<file path="src/rtl/fall_move_ctl.sv">
`default_nettype none
// ============================================================================
//  Module   : fall_move_ctl
//  Purpose  : Frame-synchronous falling-sprite motion controller. Steps the
//             sprite y position once per frame at the rising edge of vblank,
//             applying integer gravity with a velocity ceiling, and stops at
//             a floor row. Outputs change only on vblank entry, so a drawn
//             frame never sees a half-updated position.
//  Revision : 1.0  initial release
// ============================================================================
module fall_move_ctl #(
    parameter int Y_INIT  = 0,      // start row, must be below Y_FLOOR
    parameter int Y_FLOOR = 536,    // landing row
    parameter int V_MAX   = 16,     // velocity ceiling in px/frame (1..255)
    parameter int G_DIV   = 4       // frames per +1 velocity step (1..255)
) (
    input  logic        clk,
    input  logic        rst,
    input  logic        vblnk_in,
    input  logic        start,
    input  logic [10:0] x_in,
    output logic [10:0] xpos_out,
    output logic [10:0] ypos_out,
    output logic        busy,
    output logic        done
);

    // ------------------------------------------------------------------
    // State encoding
    // ------------------------------------------------------------------
    localparam logic [1:0] S_IDLE   = 2'd0;
    localparam logic [1:0] S_ARMED  = 2'd1;
    localparam logic [1:0] S_FALL   = 2'd2;
    localparam logic [1:0] S_LANDED = 2'd3;

    // Parameters resized once to the datapath widths they are compared with.
    localparam logic [10:0] C_Y_INIT    = 11'(Y_INIT);
    localparam logic [11:0] C_Y_FLOOR12 = 12'(Y_FLOOR);
    localparam logic [10:0] C_Y_FLOOR11 = 11'(Y_FLOOR);
    localparam logic [7:0]  C_V_MAX     = 8'(V_MAX);
    localparam logic [7:0]  C_FCNT_LAST = 8'(G_DIV - 1);

    // ------------------------------------------------------------------
    // Registers and next-state values
    // ------------------------------------------------------------------
    logic [1:0]  state_q, state_d;
    logic [10:0] xpos_q,  xpos_d;
    logic [10:0] ypos_q,  ypos_d;
    logic [7:0]  vel_q,   vel_d;
    logic [7:0]  fcnt_q,  fcnt_d;
    logic        busy_q,  busy_d;
    logic        done_q,  done_d;
    logic        vblnk_q;

    logic        tick;
    logic [11:0] y_sum;
    logic [7:0]  vel_inc;

    // Frame tick: one cycle at the first clock of vblank. The delay register
    // resets high so a vblank already active at reset release is not a tick.
    assign tick = vblnk_in & ~vblnk_q;

    // One extra bit so a step near the top of the 11-bit range cannot wrap
    // around and slip under the floor comparison.
    assign y_sum = {1'b0, ypos_q} + {4'b0000, vel_q};

    // Saturating velocity increment; the >= also protects vel_q == 255.
    assign vel_inc = (vel_q >= C_V_MAX) ? C_V_MAX : (vel_q + 8'd1);

    // Vblank edge detector delay register.
    always_ff @(posedge clk or posedge rst) begin
        if (rst) begin
            vblnk_q <= 1'b1;
        end else begin
            vblnk_q <= vblnk_in;
        end
    end

    // Next-state logic: drop control, per-frame step, floor clamp, gravity.
    always_comb begin
        state_d = state_q;
        xpos_d  = xpos_q;
        ypos_d  = ypos_q;
        vel_d   = vel_q;
        fcnt_d  = fcnt_q;
        done_d  = 1'b0;

        case (state_q)
            // A tick coinciding with start is deliberately not consumed here:
            // the drop always waits for a full frame boundary in ARMED.
            S_IDLE, S_LANDED: begin
                if (start) begin
                    xpos_d  = x_in;
                    ypos_d  = C_Y_INIT;
                    vel_d   = 8'd1;
                    fcnt_d  = 8'd0;
                    state_d = S_ARMED;
                end
            end

            // First frame boundary only synchronises; no movement yet.
            S_ARMED: begin
                if (tick) begin
                    state_d = S_FALL;
                end
            end

            S_FALL: begin
                if (tick) begin
                    if (y_sum >= C_Y_FLOOR12) begin
                        ypos_d  = C_Y_FLOOR11;
                        state_d = S_LANDED;
                        done_d  = 1'b1;
                    end else begin
                        ypos_d = y_sum[10:0];
                        if (fcnt_q == C_FCNT_LAST) begin
                            fcnt_d = 8'd0;
                            vel_d  = vel_inc;
                        end else begin
                            fcnt_d = fcnt_q + 8'd1;
                        end
                    end
                end
            end

            default: begin
                state_d = S_IDLE;
            end
        endcase

        busy_d = (state_d == S_ARMED) || (state_d == S_FALL);
    end

    // State and output registers; reset clears everything including done.
    always_ff @(posedge clk or posedge rst) begin
        if (rst) begin
            state_q <= S_IDLE;
            xpos_q  <= 11'd0;
            ypos_q  <= C_Y_INIT;
            vel_q   <= 8'd0;
            fcnt_q  <= 8'd0;
            busy_q  <= 1'b0;
            done_q  <= 1'b0;
        end else begin
            state_q <= state_d;
            xpos_q  <= xpos_d;
            ypos_q  <= ypos_d;
            vel_q   <= vel_d;
            fcnt_q  <= fcnt_d;
            busy_q  <= busy_d;
            done_q  <= done_d;
        end
    end

    assign xpos_out = xpos_q;
    assign ypos_out = ypos_q;
    assign busy     = busy_q;
    assign done     = done_q;

endmodule
`default_nettype wire

</file>
<file path="config.mk">
export PLATFORM = sky130hd
export DESIGN_NAME = fall_move_ctl
export DESIGN_NICKNAME = d
export VERILOG_FILES = /design/src/rtl/fall_move_ctl.sv
export SDC_FILE = /design/constraint.sdc
export NUM_CORES = 1
export LEC_CHECK = 0
export CAP_MARGIN = 10
export CORE_ASPECT_RATIO = 0.75
export CORE_UTILIZATION = 35
export DETAILED_ROUTE_END_ITERATION = 16
export PLACE_DENSITY = 0.66
export REMOVE_ABC_BUFFERS = 1
export SETUP_SLACK_MARGIN = 0.2
export SLEW_MARGIN = 20
export SYNTH_ARGS = -nofsm -noshare
export SYNTH_HDL_FRONTEND = slang
export SYNTH_SLANG_ARGS = --single-unit
</file>
<file path="constraint.sdc">
create_clock -name clk -period 4.8 [get_ports clk]
set_clock_uncertainty 0.05 [all_clocks]
set_input_delay 1.2 -clock clk [delete_from_list [all_inputs] [get_ports clk]]
set_output_delay 1.2 -clock clk [all_outputs]
set_load 0.1 [all_outputs]
</file>
==> impl_metrics.env, run 1 <==
export IMPL_hp_class="register to register"
export IMPL_leakage_uw=0.00143
export IMPL_finalCritPeriodShare=0.754
export IMPL_busiest_layer="met2"
export IMPL_grt_antenna_before_repair=0
export IMPL_slowest_delay_ns=0.89
export IMPL_use_met2=0.267
export IMPL_finalWeightedCongestion=0.843
export IMPL_grt_pass1_wl_um=10800
export IMPL_grt_pass1_vias=2283
export IMPL_fmax_mhz=276
export IMPL_post_cts_buffers=0
export IMPL_ys_warn_count=0
export IMPL_clock_latency_ns=0.30
export IMPL_fin_tns_setup_ns=0
export IMPL_maxCapViolCount=0
export IMPL_p_sw_frac=0.481
export IMPL_critPathTopFamily="compound AO/OA/AOI/OAI gates"
export IMPL_hold_start="xpos_out[5]"
export IMPL_ys_seq_area_frac=0.403
export IMPL_cts_sinks=43
export IMPL_postSynthAreaPerCell_sq_um=9.38
export IMPL_slowest_stage="a22oi_1"
export IMPL_synth_edf_count=0
export IMPL_use_met1=0.242
export IMPL_total_power_uw=1650
export IMPL_ys_ff_latch=43
export IMPL_layout_commonest_cell="dfrtp_1"
export IMPL_cts_hold_buf=0
export IMPL_crit_top_cell="nand2_1"
export IMPL_die_h_um=77.7
export IMPL_hold_viol=0
export IMPL_ir_drop_mv=0.552
export IMPL_cp_num_cells=7
export IMPL_seq_power_share=0.284
export IMPL_drc=0
export IMPL_start_util=0.363
export IMPL_drv_slew=0
export IMPL_synthArstFlopShare=1.00
export IMPL_synth_top_cell_by_area="dfrtp_1"
export IMPL_track_usage=0.172
export IMPL_cp_required_ns=4.99
export IMPL_drtIter0Drc=143
export IMPL_r2r_slack_ns=1.37
export IMPL_chipWidth_um=103
export IMPL_viasPerCell=5.52
export IMPL_worst_path_buf_inv=1
export IMPL_worstSetupStartpointType="input port"
export IMPL_reg2reg_to="fcnt_q[1]"
export IMPL_num_rows=27
export IMPL_syn_cell_area_sq_um=2670
export IMPL_p_sw_uw=792
export IMPL_synth_cell_types=60
export IMPL_overflow=0
export IMPL_powerDensity_nw_per_um2=501
export IMPL_cp_arrival_ns=3.80
export IMPL_hpwl_um=4610
export IMPL_endpoint_kind="register"
export IMPL_max_slew_margin=0.338
export IMPL_cp_endpoint="fcnt_q[2]"
export IMPL_synth_top_cells_by_area="dfrtp_1 39%, ha_1 6.1%, mux2_2 4.6%, nand2_1 3.9%, a21oi_1 3.0%"
export IMPL_clock_root_buffer="clkbuf_8"
export IMPL_antennaDiodeCount=0
export IMPL_status="finished, final reports clean"
export IMPL_clock_path_buffers=2
export IMPL_crit_start="start"
export IMPL_reg2regPathDepth=11
export IMPL_drive_gt1_frac=0.117
export IMPL_first_pass_iters=4
export IMPL_rsz0062_at_grt="no"
export IMPL_placed_area_sq_um=3150
export IMPL_period_needed_ns=3.62
export IMPL_final_cell_mix="42 x dfrtp_1, 38 x clkdlybuf4s50_1, 28 x nand2_1"
export IMPL_comb_power_share=0.510
export IMPL_io_buffers=38
export IMPL_wl_um=6390
export IMPL_grt_max_degree=44
export IMPL_worst_pin_slew_ns=0.991
export IMPL_internal_power_uw=856
export IMPL_cts_inserted_buffers=5
export IMPL_final_antenna_net_count=0
export IMPL_use_met3=0.0468
export IMPL_synthFlopType="dfrtp_1"
export IMPL_clkPwrFrac=0.206
export IMPL_path_max_fanout=19
export IMPL_final_area_sq_um=3290
export IMPL_post_cts_resized=0
export IMPL_worstSetupPathType="input port to register"
export IMPL_die_area_sq_um=7990
export IMPL_htreeDepth=2
export IMPL_yosysTopAreaCellShare=0.393
export IMPL_via_count=2347
export IMPL_core_area_sq_um=7360
export IMPL_worstPathCellList="clkdlybuf4s50_1 > nand2_1 > a22oi_1 > nand2_1 > a21oi_1 > and3_1 > a221o_1"
export IMPL_nNetsFinal=352
export IMPL_clk_pin_slew_ns=0.09
export IMPL_synth_cells=285
export IMPL_setup_viol=0
export IMPL_area_growth_syn_to_layout_pct=22.9
export IMPL_wire_per_inst_um=15.0
export IMPL_tritoncts="built"
export IMPL_pin_count=39
export IMPL_r2r_start="vel_q[0]"
## Yosys cell counts (3+ instances only)
cell	count
a311oi_1	3
a21o_1	5
or2_2	3
nand2b_1	3
buf_2	3
mux2_2	11
nand4b_1	3
o21ai_1	3
a31oi_1	11
a21oi_1	16
ha_1	13
nor2_1	17
nand3_1	13
dfrtp_1	42
a31o_2	5
nand4_1	5
inv_1	18
xor2_1	3
nor3_1	6
nor2b_1	6
clkbuf_1	6
and3_1	4
a21boi_0	3
nand2_1	28
o21ai_0	10
## layout make-up
cell class / instances / area, sq um
tap: 101 / 126
fill: 727 / 4080
inverter: 18 / 67.6
clock inverter: 3 / 67.6
clock buffer: 5 / 68.8
multi-input combinational: 213 / 1470
timing repair buffer: 42 / 410
sequential: 43 / 1080
## worst min path at each step
stage	cells past startpoint	endpoint	slack (ns)
global placement	1	xpos_out[10]	0.44
finish	1	xpos_out[5]	0.46
detailed placement	1	xpos_out[0]	0.44
floorplan	1	vel_q[3]	0.43
global route	1	xpos_out[0]	0.48
CTS	1	xpos_out[5]	0.46
## logic make-up after synthesis
kind of cell | Yosys count | synth area share
simple gates | 99 | 0.191
compound gates | 83 | 0.222
flops | 43 | 0.403
buf+inv | 29 | 0.0477
fa+ha+maj | 14 | 0.0684
mux | 13 | 0.0538
xor+xnor | 4 | 0.0131
## power groups by stage
stage	sequential, uW	clock (uW)	combinational, uW
floorplan	876	0	239
global placement	474	0	837
detailed placement	475	0	843
CTS	468	350	845
global route	476	364	890
finish	468	340	840
## routing by layer
layer / vias to the layer above / part of all wire
li1: 1124 / -
met1: 1128 / 0.47
met2: 93 / 0.44
met3: 2 / 0.084
met4: 0 / 0.0033
met5: - / 0
## state kept, by name, summed over array words and instances, names as in the netlist
signal and flops:
xpos_out 11, ypos_out 11, fcnt_q 8, vel_q 8
state_q 2, busy 1, done 1, vblnk_q 1
## through the flow
stage / setup slack, ns / util / hold WS, ns / std cells
after floorplan: 1.13 / - / 0.427 / 274
after global placement: 0.960 / 0.428 / 0.439 / 417
after detailed placement: 0.882 / 0.428 / 0.441 / 417
after CTS: 1.21 / 0.446 / 0.462 / 425
after global routing: 0.969 / 0.446 / 0.476 / 425
final: 1.18 / 0.446 / 0.458 / 425
Note: power is estimated with default switching activity, not from simulation.
==> run 2: changes to the inputs <==
==> constraint.sdc (replaced) <==
create_clock -name clk -period 3.4 [get_ports clk]
set_clock_uncertainty 0.05 [all_clocks]
set_input_delay 0.85 -clock clk [delete_from_list [all_inputs] [get_ports clk]]
set_output_delay 0.85 -clock clk [all_outputs]
set_load 0.1 [all_outputs]
==> impl_metrics.env, run 2 (same netlist as run 1, synthesis figures left out) <==
export IMPL_drv_slew=0
export IMPL_die_area_sq_um=7990
export IMPL_slowest_stage="or4b_1"
export IMPL_period_needed_ns=3.07
export IMPL_cp_required_ns=3.53
export IMPL_dpl_cell_count=422
export IMPL_wl_um=6220
export IMPL_io_buffers=38
export IMPL_placed_area_sq_um=3140
export IMPL_htreeDepth=2
export IMPL_drtIter0Drc=135
export IMPL_worstSetupStartpointType="register"
export IMPL_grt_pass1_vias=2228
export IMPL_comb_power_share=0.527
export IMPL_reg2reg_to="vel_q[0]"
export IMPL_seq_power_share=0.291
export IMPL_clkPwrFrac=0.182
export IMPL_hpwl_um=4640
export IMPL_worst_pin_slew_ns=0.835
export IMPL_layout_commonest_cell="dfrtp_1"
export IMPL_fin_tns_setup_ns=0
export IMPL_clock_root_buffer="clkbuf_8"
export IMPL_status="finished, final reports clean"
export IMPL_cp_num_cells=11
export IMPL_drive_gt1_frac=0.210
export IMPL_tritoncts="built"
export IMPL_drc=0
export IMPL_max_slew_margin=0.438
export IMPL_regArea_sq_um=1080
export IMPL_multiInputGateArea_sq_um=1480
export IMPL_num_rows=27
export IMPL_final_area_sq_um=3260
export IMPL_antennaDiodeCount=0
export IMPL_start_util=0.363
export IMPL_clk_pin_slew_ns=0.09
export IMPL_powerDensity_nw_per_um2=694
export IMPL_setup_viol=0
export IMPL_fmax_mhz=325
export IMPL_core_area_sq_um=7360
export IMPL_die_h_um=77.7
export IMPL_via_count=2314
export IMPL_worst_path_buf_inv=2
export IMPL_cts_inserted_buffers=5
export IMPL_clock_latency_ns=0.30
export IMPL_grt_pass1_wl_um=10600
export IMPL_final_cells=430
export IMPL_worstSetupPathType="register to register"
export IMPL_cp_endpoint="vel_q[0]"
export IMPL_path_max_fanout=28
export IMPL_grt_antenna_before_repair=0
export IMPL_leakage_uw=0.00148
export IMPL_area_growth_syn_to_layout_pct=22.1
export IMPL_r2r_slack_ns=0.33
export IMPL_track_usage=0.170
export IMPL_critPathTopFamily="simple AND/OR/NAND/NOR gates"
export IMPL_finalWeightedCongestion=0.786
export IMPL_viasPerCell=5.38
export IMPL_p_sw_frac=0.503
export IMPL_fill_cells=744
export IMPL_r2r_start="vel_q[0]"
export IMPL_internal_power_uw=1130
export IMPL_nNetsFinal=357
export IMPL_final_antenna_net_count=0
export IMPL_reg2regPathDepth=11
export IMPL_rsz0062_at_grt="no"
export IMPL_cts_sinks=43
export IMPL_ir_drop_mv=0.737
export IMPL_hold_viol=0
export IMPL_finalCritPeriodShare=0.904
export IMPL_chipWidth_um=103
export IMPL_cp_arrival_ns=3.20
export IMPL_pin_count=39
export IMPL_overflow=0
export IMPL_crit_start="vel_q[0]"
export IMPL_maxCapViolCount=0
export IMPL_grt_max_degree=29
export IMPL_wire_per_inst_um=14.5
export IMPL_p_sw_uw=1140
export IMPL_hp_class="register to register"
export IMPL_final_cell_mix="42 x dfrtp_1, 32 x buf_4, 28 x nand2_1"
export IMPL_clock_path_buffers=2
export IMPL_endpoint_kind="register"
export IMPL_worstPathCellList="ha_1 > inv_1 > fa_1 > nor2b_1 > o22ai_1 > or4b_1 > nand4b_1 > o31ai_4 > buf_12 > and4_1 > or3_1"
export IMPL_timing_hold_ws_ns=0.464
export IMPL_slowest_delay_ns=0.50
export IMPL_first_pass_iters=5
[run 2: how the worst min path moves through the flow]
stage / start / to / slack (ns) / cells past startpoint
finish: xpos_out[7] / xpos_out[7] / 0.46 / 1
global route: xpos_out[8] / xpos_out[8] / 0.49 / 1
CTS: xpos_out[7] / xpos_out[7] / 0.47 / 1
detailed placement: xpos_out[7] / xpos_out[7] / 0.45 / 1
global placement: xpos_out[9] / xpos_out[9] / 0.44 / 1
floorplan: vel_q[3] / vel_q[3] / 0.43 / 1
[run 2: power groups by stage]
stage	Sequential, uW	Clock (uW)	Combinational, uW
finish	660	413	1190
global route	674	450	1260
CTS	661	425	1200
detailed placement	671	0	1190
global placement	667	0	1190
floorplan	1240	0	337
[run 2: what timing repair did]
| item | 4_1_cts | 5_1_grt |
|---|---|---|
| setup buffers | 0 | 0 |
| hold buffers | 0 | 0 |
| resized for setup | 0 | 2 |
| setup endpoints to repair | 0 | 7 |
| hold endpoints to repair | 0 | 0 |
[run 2: worst reg2reg max path, stage by stage, from the launching register on]
cell      delay [ns]
dfrtp_1         0.41
ha_1            0.24
inv_1           0.07
fa_1            0.40
nor2b_1         0.21
o22ai_1         0.16
or4b_1          0.50
nand4b_1        0.16
o31ai_4         0.09
buf_12          0.18
and4_1          0.17
or3_1           0.31
[run 2: per-layer routing]
metal  wire length (um)  part of all wire  GRT usage
met5                  0                 0          0
met4                 29            0.0047     0.0338
met3                436             0.070     0.0414
met2               2710              0.44      0.251
met1               3040              0.49      0.250
[run 2: final cells by class]
class	count	share of cell area
Clock buffer	5	0.0211
Clock inverter	3	0.0134
Inverter	18	0.0207
Multi-Input combinational cell	213	0.453
Sequential cell	43	0.330
Tap cell	101	0.0387
Timing Repair Buffer	47	0.123
[run 2: through the flow]
stage                     setup WS, ns   util  power [uW]
after CTS                        0.334  0.442        2280
after global placement           0.434  0.426        1850
after floorplan                 -0.274      -        1570
after detailed placement         0.351  0.426        1870
after global routing             0.203  0.443        2380
final                            0.326  0.443        2270
==> run 3: changes to the inputs <==
--- a/config.mk
+++ b/config.mk
@@ -10,6 +10,7 @@
 export CORE_UTILIZATION = 35
 export DETAILED_ROUTE_END_ITERATION = 16
 export PLACE_DENSITY = 0.66
+export RECOVER_POWER = 50
 export REMOVE_ABC_BUFFERS = 1
 export SETUP_SLACK_MARGIN = 0.2
 export SLEW_MARGIN = 20
==> impl_metrics.env, run 3 (same netlist as run 1, synthesis figures left out) <==
export IMPL_cts_sinks=43
export IMPL_clock_latency_ns=0.30
export IMPL_critPathTopFamily="simple AND/OR/NAND/NOR gates"
export IMPL_pin_count=39
export IMPL_status="finished, final reports clean"
export IMPL_dpl_cell_count=422
export IMPL_num_rows=27
export IMPL_post_route_util=0.437
export IMPL_htreeDepth=2
export IMPL_grt_pass1_wl_um=10600
export IMPL_clock_path_buffers=2
export IMPL_drtIter0Drc=156
export IMPL_die_h_um=77.7
export IMPL_final_cells=430
export IMPL_chipWidth_um=103
export IMPL_cts_inserted_buffers=5
export IMPL_wl_um=6210
export IMPL_fmax_mhz=325
export IMPL_area_growth_syn_to_layout_pct=20.5
export IMPL_worst_slack_ns=0.320
export IMPL_endpoint_kind="register"
export IMPL_internal_power_uw=1070
export IMPL_worstSetupPathType="register to register"
export IMPL_path_max_fanout=28
export IMPL_powerDensity_nw_per_um2=686
export IMPL_final_cell_mix="42 x dfrtp_1, 28 x nand2_1, 20 x buf_4"
export IMPL_nNetsFinal=357
export IMPL_start_util=0.363
export IMPL_place_ws_ns=0.351
export IMPL_rsz0062_at_grt="no"
export IMPL_track_usage=0.170
export IMPL_cp_num_cells=11
export IMPL_p_sw_uw=1140
export IMPL_hold_viol=0
export IMPL_cp_arrival_ns=3.21
export IMPL_max_slew_margin=0.114
export IMPL_cp_required_ns=3.53
export IMPL_p_sw_frac=0.514
export IMPL_finalWeightedCongestion=0.786
export IMPL_grt_antenna_before_repair=0
export IMPL_drive_gt1_frac=0.173
export IMPL_seq_power_share=0.298
export IMPL_use_met3=0.0414
export IMPL_die_area_sq_um=7990
export IMPL_use_met1=0.250
export IMPL_finalCritPeriodShare=0.906
export IMPL_core_area_sq_um=7360
export IMPL_use_met2=0.251
export IMPL_ir_drop_mv=0.708
export IMPL_hp_class="register to register"
export IMPL_worstPathCellList="ha_1 > inv_1 > fa_1 > nor2b_1 > o22ai_1 > or4b_1 > nand4b_1 > o31ai_4 > buf_12 > and4_1 > or3_1"
export IMPL_hpwl_um=4640
export IMPL_reg2regPathDepth=11
export IMPL_slowest_stage="or4b_1"
export IMPL_viasPerCell=5.36
export IMPL_maxCapViolCount=0
export IMPL_wire_per_inst_um=14.4
export IMPL_total_power_uw=2210
export IMPL_comb_power_share=0.516
export IMPL_grt_pass1_vias=2228
export IMPL_clock_root_buffer="clkbuf_8"
export IMPL_final_area_sq_um=3220
export IMPL_final_antenna_net_count=0
export IMPL_cts_hold_buf=0
export IMPL_worstSetupStartpointType="register"
export IMPL_setup_viol=0
export IMPL_io_buffers=38
export IMPL_layout_commonest_cell="dfrtp_1"
export IMPL_clk_pin_slew_ns=0.09
export IMPL_via_count=2303
export IMPL_min_path_cells=1
export IMPL_leakage_uw=0.00144
export IMPL_antennaDiodeCount=0
export IMPL_slowest_delay_ns=0.50
export IMPL_placed_area_sq_um=3140
export IMPL_drc=0
export IMPL_grt_max_degree=29
export IMPL_worst_path_buf_inv=2
export IMPL_clkPwrFrac=0.186
export IMPL_tritoncts="built"
export IMPL_worst_pin_slew_ns=1.33
export IMPL_period_needed_ns=3.08
export IMPL_busiest_layer="met2"
export IMPL_first_pass_iters=4
export IMPL_overflow=0
export IMPL_drv_slew=0
-- run 3: cell types whose count changed in the layout (fill, tap and decap cells not counted), sizes merged --
cell           before  now
buf                33   21
clkbuf              5   17
clkdlybuf4s50      14   12
dlygate4sd3         0    2
-- run 3: final cells by class --
class / instances / area, sq um
fillers: 754 / 4150
multi-input cells: 213 / 1480
flip-flops and latches: 43 / 1080
repair buffers: 47 / 355
well taps: 101 / 126
clock buffers: 5 / 68.8
inverters: 18 / 67.6
clock inverters: 3 / 43.8
-- run 3: path summary, 6_finish.rpt --
check / from / endpoint / slack (ns)
max: vel_q[0] / vel_q[0] / 0.32
min: xpos_out[7] / xpos_out[7] / 0.46
max reg2reg: vel_q[0] / vel_q[0] / 0.32
min reg2reg: xpos_out[7] / xpos_out[7] / 0.46
max in group asynchronous: rst / vel_q[2] / 0.75
min in group asynchronous: rst / xpos_out[3] / 0.96
-- run 3: layer usage --
metal | vias up | wire length (um)
met1 | 1092 | 3090
met5 | - | 0
met3 | 3 | 393
met4 | 0 | 29
met2 | 64 | 2700
li1 | 1144 | -
-- run 3: power by group through the flow --
stage / Sequential (uW) / Clock (uW) / Combinational (uW)
floorplan: 1240 / 0 / 337
global placement: 667 / 0 / 1190
detailed placement: 671 / 0 / 1190
CTS: 661 / 425 / 1200
global route: 672 / 450 / 1210
finish: 658 / 411 / 1140
-- run 3: repair_timing --
action,in CTS,in global routing
endpoints found under the setup margin,0,7
resized for setup,0,2
setup buffers,0,0
-- run 3: through the flow --
step | TNS [ns] | hold slack [ns]
final | 0 | 0.456
after global routing | 0 | 0.487
after CTS | 0 | 0.469
after detailed placement | 0 | 0.447
after global placement | 0 | 0.440
after floorplan | -4.62 | 0.427
==> RTL edit 1, RTL diff (flow settings as in run 3) <==
Reset style: synchronous (`rst`), changed in 2 clocked blocks.
--- a/src/rtl/fall_move_ctl.sv
+++ b/src/rtl/fall_move_ctl.sv
@@ -68,7 +68,7 @@
     assign vel_inc = (vel_q >= C_V_MAX) ? C_V_MAX : (vel_q + 8'd1);
 
     // Vblank edge detector delay register.
-    always_ff @(posedge clk or posedge rst) begin
+    always_ff @(posedge clk) begin
         if (rst) begin
             vblnk_q <= 1'b1;
         end else begin
@@ -132,7 +132,7 @@
     end
 
     // State and output registers; reset clears everything including done.
-    always_ff @(posedge clk or posedge rst) begin
+    always_ff @(posedge clk) begin
         if (rst) begin
             state_q <= S_IDLE;
             xpos_q  <= 11'd0;
Behaviour: differs if rst is asserted again (counterexample within 4 cycles, from zero or initial values and one cycle with rst high); with rst held inactive, the same outputs for 10 cycles.
==> RTL edit 1 against run 3 <==
  * Final area down 3.7%
  * Synthesized area down 5.3%
  * Count of clock-buffer cells in the layout up 1
  * Routed wire length up 4.5%
  * Setup slack worse by 27 ps
  * Sequential cell count unchanged
  * Global-route usage down 0.17 points
  * Non-clock buffer count up 6
  * First-iteration DRC count down 26%
  * Critical path type unchanged
  * Critical endpoint is now vel_q[0]$_SDFFE_PP0P_
Power is not compared: it rests on default switching activity, and its combinational part moved more than twofold at a synthesized area within 25%.
==> RTL edit 1: results (changes against run 3) <==
| Metric | Value |
|---|---|
| HP Start | `xpos_out[5]$_SDFFE_PP0P_` |
| Largest stage delay, worst path | `450 ps (-50 ps)` |
| Initial DRC Count | `116 (-26%)` |
| Yosys cell types | `62 (+3.3%)` |
| Largest net degree at the start of global routing | `16 (-45%)` |
| Worst R2R Start | `vel_q[2]$_SDFFE_PP0P_` |
| Primary FF master, synth | `dfxtp_1` |
| R2R cell count | `9 (-2)` |
| Post-DP HPWL | `4770 µm (+2.9%)` |
| Hold endpoint | `xpos_out[5]$_SDFFE_PP0P_` |
| Worst setup path endpoint | `vel_q[0]$_SDFFE_PP0P_` |
| Maximum fanout along the worst path | `6 (-79%)` |
| Post-synthesis xor/xnor area fraction | `3.06% (+1.8 points)` |
| Data arrival, critical path | `3280 ps (+70 ps)` |
| Final WS setup | `293 ps (-26.7 ps)` |
| Share of cells above drive strength 1 | `14.2% (-3.1 points)` |
| Relative slew slack | `21.2% (+9.8 points)` |
| Worst hold margin | `412 ps (-44.3 ps)` |
| Asr flop ratio synth | `0% (-100 points)` |
| Vias in the first global route | `1964 (-12%)` |
| Main area contributors after synthesis | `dfxtp_1 34%, nand2_1 7.3%, ha_1 6.4%` |
| GRT Total Usage | `16.8% (-0.17 points)` |
| Status | `finished clean` |
| Post-synth top cells | `49 x nand2_1, 43 x dfxtp_1, 27 x a21oi_1` |
| Worst Hold Depth | `2 (+1)` |
[RTL edit 1: changes by cell type after synthesis, moves of 5 or more]
cell | before | now
dfxtp_1 | 0 | 43
dfrtp_1 | 42 | 0
nand2_1 | 28 | 49
a21oi_1 | 16 | 27
mux2_2 | 11 | 1
or3_1 | 1 | 9
inv_1 | 18 | 11
nand3_1 | 13 | 8
[RTL edit 1: critical path, delay by kind of cell (launching register included)]
| kind | cells | cell delay, ps |
|---|---|---|
| DFF | 1 | 420 |
| AOI/OAI and AO/OA | 4 | 1150 |
| adders and majority gates | 1 | 320 |
| and+or+nand+nor | 4 | 1070 |
[RTL edit 1: per-stage QoR]
step           std cells  cell area, µm²
5_1_grt              456            3100
3_3_place_gp         442            2980
3_5_place_dp         442            2980
6_report             456            3100
2_1_floorplan        297            2470
4_1_cts              450            3070
[RTL edit 1: metal layers]
metal	GRT usage, %	up-vias	routed length, µm
met2	24.5	51	2790
met3	4.59	4	302
met1	24.8	1132	3360
li1	-	1215	-
met4	3.06	0	31
met5	0	-	0
[RTL edit 1: logic make-up after synthesis]
logic type | Yosys count
adders and majority gates | 14
and+or+nand+nor | 132
DFF | 43
muxes | 6
xor gates and xnor gates | 8
AOI/OAI and AO/OA | 82
buffers and inverters | 25
[RTL edit 1: layout make-up]
type	instances	area [µm²]
Timing Repair Buffer	53	358
Tap cell	98	123
Clock inverter	2	12.5
Inverter	12	45.0
Multi-Input combinational cell	242	1620
Clock buffer	6	72.6
Sequential cell	43	870
Fill cell	731	3800
[RTL edit 1: timing repair]
action,CTS,global route
pin swaps,0,10
endpoints found under the setup margin,5,25
buffers inserted,0,6
resized for setup,2,16
==> RTL edit 2, RTL diff (flow settings as in run 3) <==
Made on the original files. `V_MAX`: 16 -> 15.
--- a/src/rtl/fall_move_ctl.sv
+++ b/src/rtl/fall_move_ctl.sv
@@ -11,7 +11,7 @@
 module fall_move_ctl #(
     parameter int Y_INIT  = 0,      // start row, must be below Y_FLOOR
     parameter int Y_FLOOR = 536,    // landing row
-    parameter int V_MAX   = 16,     // velocity ceiling in px/frame (1..255)
+    parameter int V_MAX   = 15,     // velocity ceiling in px/frame (1..255)
     parameter int G_DIV   = 4       // frames per +1 velocity step (1..255)
 ) (
     input  logic        clk,
Function: same outputs for any inputs over 10 cycles, from zero or initial values and one cycle with rst high; that may be too few to reach the edited logic, so the function may still have changed.
==> RTL edit 2 against run 3 <==
  * Synthesized area shrank 4.5%
  * Sequential cell count stayed put
  * Hold slack worse by 9.7 ps
  * Critical path depth decreased by 1
  * Routed wire length decreased by 1.2%
  * Utilization is 3.4 points higher
  * Power grew 8.8%
  * Final area is 1.4% higher
  * Setup slack gained 1.9 ps
  * Highest routed layer unchanged
==> RTL edit 2: results (changes against run 3) <==
| Metric | Value |
|---|---|
| CTS buffer count | `5 (unchanged)` |
| Placed instance count | `393 (-6.9%)` |
| Multi-input combinational area share | `46.1% (+0.15 points)` |
| Largest net degree at the start of global routing | `44 (+52%)` |
| Max VDD drop | `0.597 mV (-16%)` |
| Vias per cell | `5.42 (+1.2%)` |
| Yosys cell types | `63 (+5.0%)` |
| CTS resizes | `2 (+2)` |
| Hold crit path type | `reg -> reg` |
| Pre-CTS setup slack | `87.0 ps (-264 ps)` |
| Fillers | `646 (-14%)` |
| Maximum fanout along the worst path | `5 (-82%)` |
| Data buffer area share | `13.0% (+1.9 points)` |
| GRT Total Usage | `16.9% (-0.087 points)` |
| H-tree Lvls | `2 (unchanged)` |
| Nets | `338 (-5.3%)` |
| Share of cells above drive strength 1 | `26.7% (+9.4 points)` |
| Seq_cells | `43 (unchanged)` |
| Main area contributors after synthesis | `dfrtp_1 41%, ha_1 5.9%, mux2_2 4.9%` |
| Least-Margin Pin Slew | `1180 ps (-148 ps)` |
| Multi-input gate area | `0.00151 mm² (+1.7%)` |
| Inverters | `13 (-5)` |
| Multi-input comb cells | `190 (-11%)` |
| Vias in the first global route | `2078 (-6.7%)` |
| LEAKAGE | `1.40 nW (-2.3%)` |
| Setup bufs post-CTS | `1 (+1)` |
| DR WL/cell | `15.0 µm (+3.9%)` |
| Clkbuf count | `7 (+2)` |
| Initial DRC Count | `249 (+60%)` |
| First-pass GRT wire length | `10300 µm (-3.2%)` |
| Signal buffers | `57 (+21%)` |
| Register area share after synthesis | `42.2% (+1.9 points)` |
| Synth Instances | `257 (-9.8%)` |
| Reg area | `0.00108 mm² (+0.47%)` |
| Post-DP Area | `0.00303 mm² (-3.4%)` |
| Status | `finished clean` |
| Final std cells w/o fill | `409 (-4.9%)` |
[RTL edit 2: worst paths after layout]
path | depth (start not counted) | end | from | slack [ps]
worst max-delay path | 10 | vel_q[2]$_DFFE_PP0P_ | vel_q[2]$_DFFE_PP0P_ | 320
worst min-delay path | 1 | fcnt_q[7]$_DFFE_PP0P_ | fcnt_q[7]$_DFFE_PP0P_ | 450
worst max register to register | 10 | vel_q[2]$_DFFE_PP0P_ | vel_q[2]$_DFFE_PP0P_ | 320
worst min register to register | 1 | fcnt_q[7]$_DFFE_PP0P_ | fcnt_q[7]$_DFFE_PP0P_ | 450
max in group asynchronous | 3 | vel_q[5]$_DFFE_PP0P_ | rst | 1290
min in group asynchronous | 3 | vel_q[6]$_DFFE_PP0P_ | rst | 1280
[RTL edit 2: report_power, final]
part | internal [mW] | total, mW | switching, mW
clock network | 0.145 | 0.330 | 0.186
registers | 0.629 | 0.706 | 0.0771
logic | 0.366 | 1.36 | 0.999
total | 1.14 | 2.40 | 1.26
[RTL edit 2: metal layers]
layer	track usage [%]	vias up	share of wire, %
li1	-	1065	-
met1	24.8	1089	50
met2	24.5	57	44
met3	4.06	5	5.1
met4	4.78	0	0.81
met5	0	-	0
[RTL edit 2: worst max-delay path, delay by kind of cell (launching register included)]
family          cells  cell delay (ps)
flops               1              420
buf+inv             1              210
fa+ha+maj           1              290
compound gates      4              780
simple gates        4             1230
[RTL edit 2: logic make-up after synthesis]
family / count (synthesis) / share of synthesized area [%]
buffers and inverters: 24 / 3.68
adder cells (fa/ha/maj): 13 / 6.67
multiplexers: 13 / 5.69
XOR/XNOR: 7 / 2.40
AND/OR/NAND/NOR: 85 / 18.7
AO/OA/AOI/OAI: 72 / 20.6
flip-flops: 43 / 42.2
